File: src/rtl/alu_seq_ctrl.sv
// Command sequencer for the 8-bit accumulator ALU datapath: owns the accumulator and steps each op through the ALU.
// Optional build macro ALU_SEQ_SAT_EN saturates overflowing results to 8'hFF instead of entering S_run_error.
module alu_seq_ctrl #(
  parameter int ALU_LAT = 2
) (
  input  logic       clk,
  input  logic       rst,
  input  logic       on,
  input  logic       cmd_valid,
  output logic       cmd_ready,
  input  logic [2:0] cmd_op,
  input  logic [7:0] cmd_operand,
  output logic [7:0] num1,
  output logic [7:0] num2,
  output logic [2:0] in_selector,
  output logic [6:0] out_selector,
  input  logic [7:0] alu_result,
  input  logic       alu_overflow,
  output logic       rsp_valid,
  input  logic       rsp_ready,
  output logic [7:0] rsp_data,
  output logic       rsp_error,
  input  logic       err_clr,
  output logic [1:0] state
);

  localparam logic [1:0] S_off       = 2'b00;
  localparam logic [1:0] S_ready     = 2'b01;
  localparam logic [1:0] S_run       = 2'b10;
  localparam logic [1:0] S_run_error = 2'b11;

  localparam logic [2:0] OP_LOAD  = 3'd7;
  localparam logic [3:0] LAT_INIT = 4'(ALU_LAT);

  logic [7:0] acc;
  logic [3:0] latCnt;
  logic       issue;
  logic [6:0] opOneHot;

  // Op code 0 (AND) maps to the MSB of the output-mux select, op 6 (MULT) to the LSB.
  always_comb begin
    opOneHot = 7'b1000000 >> cmd_op;
  end

  always_comb begin
    if (state == S_off)
      in_selector = 3'b001;
    else if (issue)
      in_selector = 3'b010;
    else
      in_selector = 3'b100;
  end

  assign cmd_ready = (state == S_ready) && !rsp_valid;

  always_ff @(posedge clk) begin
    if (!rst) begin
      state        <= S_off;
      acc          <= 8'h00;
      num1         <= 8'h00;
      num2         <= 8'h00;
      out_selector <= 7'b0000000;
      rsp_valid    <= 1'b0;
      rsp_data     <= 8'h00;
      rsp_error    <= 1'b0;
      latCnt       <= 4'd0;
      issue        <= 1'b0;
    end else if (!on) begin
      // Power-down aborts any operation and drops a pending response; acc survives.
      state     <= S_off;
      rsp_valid <= 1'b0;
      issue     <= 1'b0;
    end else begin
      issue <= 1'b0;
      case (state)
        S_off: state <= S_ready;
        S_ready: begin
          if (rsp_valid) begin
            if (rsp_ready) rsp_valid <= 1'b0;
          end else if (cmd_valid) begin
            if (cmd_op == OP_LOAD) begin
              acc       <= cmd_operand;
              rsp_data  <= cmd_operand;
              rsp_error <= 1'b0;
              rsp_valid <= 1'b1;
            end else begin
              num1         <= acc;
              num2         <= cmd_operand;
              out_selector <= opOneHot;
              latCnt       <= LAT_INIT;
              issue        <= 1'b1;
              state        <= S_run;
            end
          end
        end
        S_run: begin
          if (rsp_valid) begin
            if (rsp_ready) begin
              rsp_valid <= 1'b0;
              state     <= S_ready;
            end
          end else if (latCnt != 4'd0) begin
            latCnt <= latCnt - 4'd1;
          end else begin
            rsp_valid <= 1'b1;
`ifdef ALU_SEQ_SAT_EN
            rsp_error <= 1'b0;
            if (alu_overflow) begin
              acc      <= 8'hFF;
              rsp_data <= 8'hFF;
            end else begin
              acc      <= alu_result;
              rsp_data <= alu_result;
            end
`else
            rsp_data <= alu_result;
            if (alu_overflow) begin
              rsp_error <= 1'b1;
              state     <= S_run_error;
            end else begin
              acc       <= alu_result;
              rsp_error <= 1'b0;
            end
`endif
          end
        end
        S_run_error: begin
          // The error response must drain before err_clr can release the FSM.
          if (rsp_valid) begin
            if (rsp_ready) rsp_valid <= 1'b0;
          end else if (err_clr) begin
            state <= S_ready;
          end
        end
      endcase
    end
  end

endmodule

File: config.mk
export PLATFORM = sky130hd
export DESIGN_NAME = alu_seq_ctrl
export DESIGN_NICKNAME = d
export VERILOG_FILES = /design/src/rtl/alu_seq_ctrl.sv
export SDC_FILE = /design/constraint.sdc
export NUM_CORES = 1
export LEC_CHECK = 0
export CAP_MARGIN = 20
export CORE_AREA = 2 2 84 86
export CTS_CLUSTER_DIAMETER = 80
export DETAILED_ROUTE_END_ITERATION = 10
export DIE_AREA = 0 0 86 88
export PLACE_DENSITY_LB_ADDON = 0.15
export SYNTH_ARGS = -nofsm -noshare
export SYNTH_HDL_FRONTEND = slang
export SYNTH_SLANG_ARGS = --single-unit
export TNS_END_PERCENT = 30
File: constraint.sdc
create_clock -name clk -period 3.3 [get_ports clk]
set_input_delay 0.66 -clock clk [delete_from_list [all_inputs] [get_ports clk]]
set_output_delay 0.66 -clock clk [all_outputs]
set_load 0.005 [all_outputs]
==> flow_metrics.py <==
metrics = {
    "yosys": {
        "synthesis.area_per_instance_um2": 8.79,
        "ys_seq_area_frac": 0.427,
        "synth.ff_latch_count": 48,
        "netlist.top_cell.by_area": "dfxtp_1",
        "synth.distinct_cells": 47,
        "synth.yosys.warnings": 0,
        "postSynthCellCount": 256,
        "synth_area_mm2": 0.00225,
        "synth_largest_type_area_fraction": 0.427,
        "yosys-top-cells-area": "dfxtp_1 43%, nand2_1 11%, mux2i_1 7.6%",
        "synth_nets": 289,
    },
    "critical_path": {
        "reg2reg_slack_ns": 1.15,
        "setup.worst_path.class": "reg2out",
        "r2r_path_start": "state[1]$_SDFFE_PP0P_",
        "critPathArrivalTime_ns": 1.81,
        "critical_path.max_fanout": 7,
        "cp-startpoint": "state[1]$_SDFFE_PP0P_",
        "worstRegToRegCells": 6,
        "worstSetupEndpoint": "cmd_ready",
        "r2r_end": "out_selector[4]$_SDFFE_PN0P_",
        "timing.critical_path.required_ns": 2.64,
        "worst_setup_path_end_kind": "output port",
        "timing.critical_path.from_type": "register",
    },
    "job": {
        "max_cap_violations": 0,
    },
    "drt": {
        "drc": 0,
        "routed_wire_length_per_instance_um": 13.5,
        "ant_nets": 0,
        "drt_iter0_drc": 106,
        "total_wirelength_mm": 5.32,
        "dr_total_vias": 1940,
        "dr_vias_cell": 4.91,
        "dr.pass1.iters": 4,
    },
    "final_layout": {
        "area.growth.synth_to_final_pct": 34.4,
        "multi_input_comb_area_mm2": 0.00118,
        "layout.core_utilization": 0.455,
        "final_common_cell": "nand2_1",
        "num-fill-cells": 682,
        "regArea_um2": 961,
        "num_antenna_cells": 0,
        "drive_above_1_share": 0.0698,
        "mostFrequentLayoutCells": "65 x nand2_1, 63 x clkdlybuf4s50_1, 48 x dfxtp_1",
        "final_nets": 348,
    },
    "timing": {
        "worst_slew_margin_rel": 0.427,
        "worst_hold_slack_ns": 0.456,
        "layout_worst_path_cycle_share": 0.747,
        "max_clock_freq_mhz": 406,
        "worst_slack_ns": 0.835,
        "setup_viol": 0,
        "final_total_negative_setup_slack_ns": 0,
        "skew_ns": 0.00577,
        "finalHoldViolCount": 0,
        "slew_viol_final": 0,
        "tightest_slew_ns": 0.860,
        "final.min_clock_period_ns": 2.47,
        "unrepaired_setup_endpoints_after_global_routing": "no",
    },
    "pwr": {
        "power_per_cell_area_mw_per_mm2": 351,
        "total_power_mw": 1.06,
        "leakage_component_of_the_power_nw": 1.19,
        "ir_worst_vdd_mv": 0.156,
    },
    "die": {
        "floorplan.rows": 30,
        "dieArea_mm2": 0.00757,
        "number_of_top_level_pins": 65,
        "die_width_um": 86,
        "die_h_um": 88,
        "starting_density_of_the_core": 0.339,
        "coreArea_mm2": 0.00664,
    },
    "placed_design": {
        "setup_slack_placement_ns": 0.671,
        "detailedPlacementHpwl_mm": 3.77,
        "numPortBuffers": 64,
        "gp_congestion": 0.766,
    },
    "min_path": {
        "holdCritStartpoint": "acc[6]$_SDFFE_PN0P_",
        "type_of_the_most_critical_hold_path": "reg2reg",
        "worst_hold_path.num_cells": 2,
    },
    "clocking": {
        "tritoncts_num_sinks": 48,
        "post_cts.resized_instances": 0,
        "worst_setup_hold_path_clk_slew_ns": 0.08,
        "cts_tree": "done",
        "clock-root-buffer": "clkbuf_8",
        "cts_buffer_count": 5,
        "cts_max_path_buffers": 2,
        "post-cts-setup-buffers": 0,
        "cts_hold_repair.buffers": 0,
        "cts_htree_levels": 2,
        "clk_latency_ns": 0.30,
    },
    "global_route": {
        "grt_pass1_wl_mm": 8.69,
        "first_global_vias": 1797,
        "grt_max_degree": 43,
        "global_routing_usage_summed_across_all_routing_layers": 0.147,
        "number_of_antenna_violations_at_the_first_check_in_global_routing": 0,
        "globalRouteOverflowTotal": 0,
    },
    "run_status": {
        "run_status": "finished clean",
    },
}
cell families (layout without fill, tap and decap cells):
logic type | Yosys count | after routing | synth area share
compound gates | 42 | 42 | 0.135
simple gates | 109 | 109 | 0.233
mux | 25 | 25 | 0.116
fa+ha+maj | 7 | 7 | 0.0389
buf+inv | 25 | 84 | 0.0506
flops | 48 | 48 | 0.427
per-stage QoR:
| step | std cells | instance area [um^2] |
|---|---|---|
| after floorplan | 256 | 2250 |
| after global placement | 388 | 2930 |
| after detailed placement | 388 | 2930 |
| after CTS | 395 | 3020 |
| final | 395 | 3020 |
| after global routing | 395 | 3020 |
synthesized netlist by cell type (all sizes together):
cell type / count
nor4: 1
o32ai: 1
nor4b: 1
o211ai: 1
buf: 7
a21oi: 7
nand4: 1
o32a: 1
a41oi: 1
a22oi: 1
nor2b: 6
ha: 7
o221a: 1
or4: 1
o31ai: 1
nand2: 65
o211a: 1
a21o: 1
and2: 2
nand3: 3
nor3: 2
clkbuf: 8
mux2i: 17
nand2b: 5
nand4b: 2
a21boi: 16
a32oi: 3
mux2: 8
or3: 1
o221ai: 1
nor2: 11
o21a: 1
o22ai: 1
inv: 10
nor3b: 5
dfxtp: 48
or3b: 1
and3: 2
o21ai: 4
critical path, cell delays in order (launching register included):
cell             delay [ns]
dfxtp_1                0.36
inv_1                  0.11
ha_1                   0.33
inv_1                  0.10
nor2_1                 0.09
clkdlybuf4s50_1        0.50
cell type report:
class                           count  area share
Clock inverter                      1     0.00290
Clock buffer                        6      0.0273
Timing Repair Buffer               67       0.218
Tap cell                           80      0.0331
Multi-Input combinational cell    183       0.389
Inverter                           10      0.0124
Sequential cell                    48       0.318
worst min path at each step:
stage	end
after floorplan	num1[0]$_SDFFE_PN0P_
after global placement	num1[6]$_SDFFE_PN0P_
after detailed placement	num1[4]$_SDFFE_PN0P_
after CTS	num1[4]$_SDFFE_PN0P_
after global routing	num1[4]$_SDFFE_PN0P_
final	num1[6]$_SDFFE_PN0P_
routing by layer:
layer	routed length [um]	part of all wire	up-vias	GRT usage
met5	0	0	-	0
met4	82	0.015	0	0.0519
met3	238	0.045	7	0.0339
met2	2410	0.45	45	0.228
met1	2600	0.49	903	0.200
li1	-	-	985	-
state kept, by name, indices dropped and copies added, names as in the netlist, 2 cells and up:
signal        cells
num1              8
out_selector      7
num2              8
latCnt            4
acc               8
rsp_data          8
state             2
power by group:
part | total [mW] | internal [mW] | switching [mW] | leakage [nW]
sequential | 0.589 | 0.585 | 0.00405 | 0.387
clock | 0.360 | 0.167 | 0.193 | 0.0473
combinational | 0.114 | 0.0621 | 0.0520 | 0.753
Power figures use the tool's default switching activity.
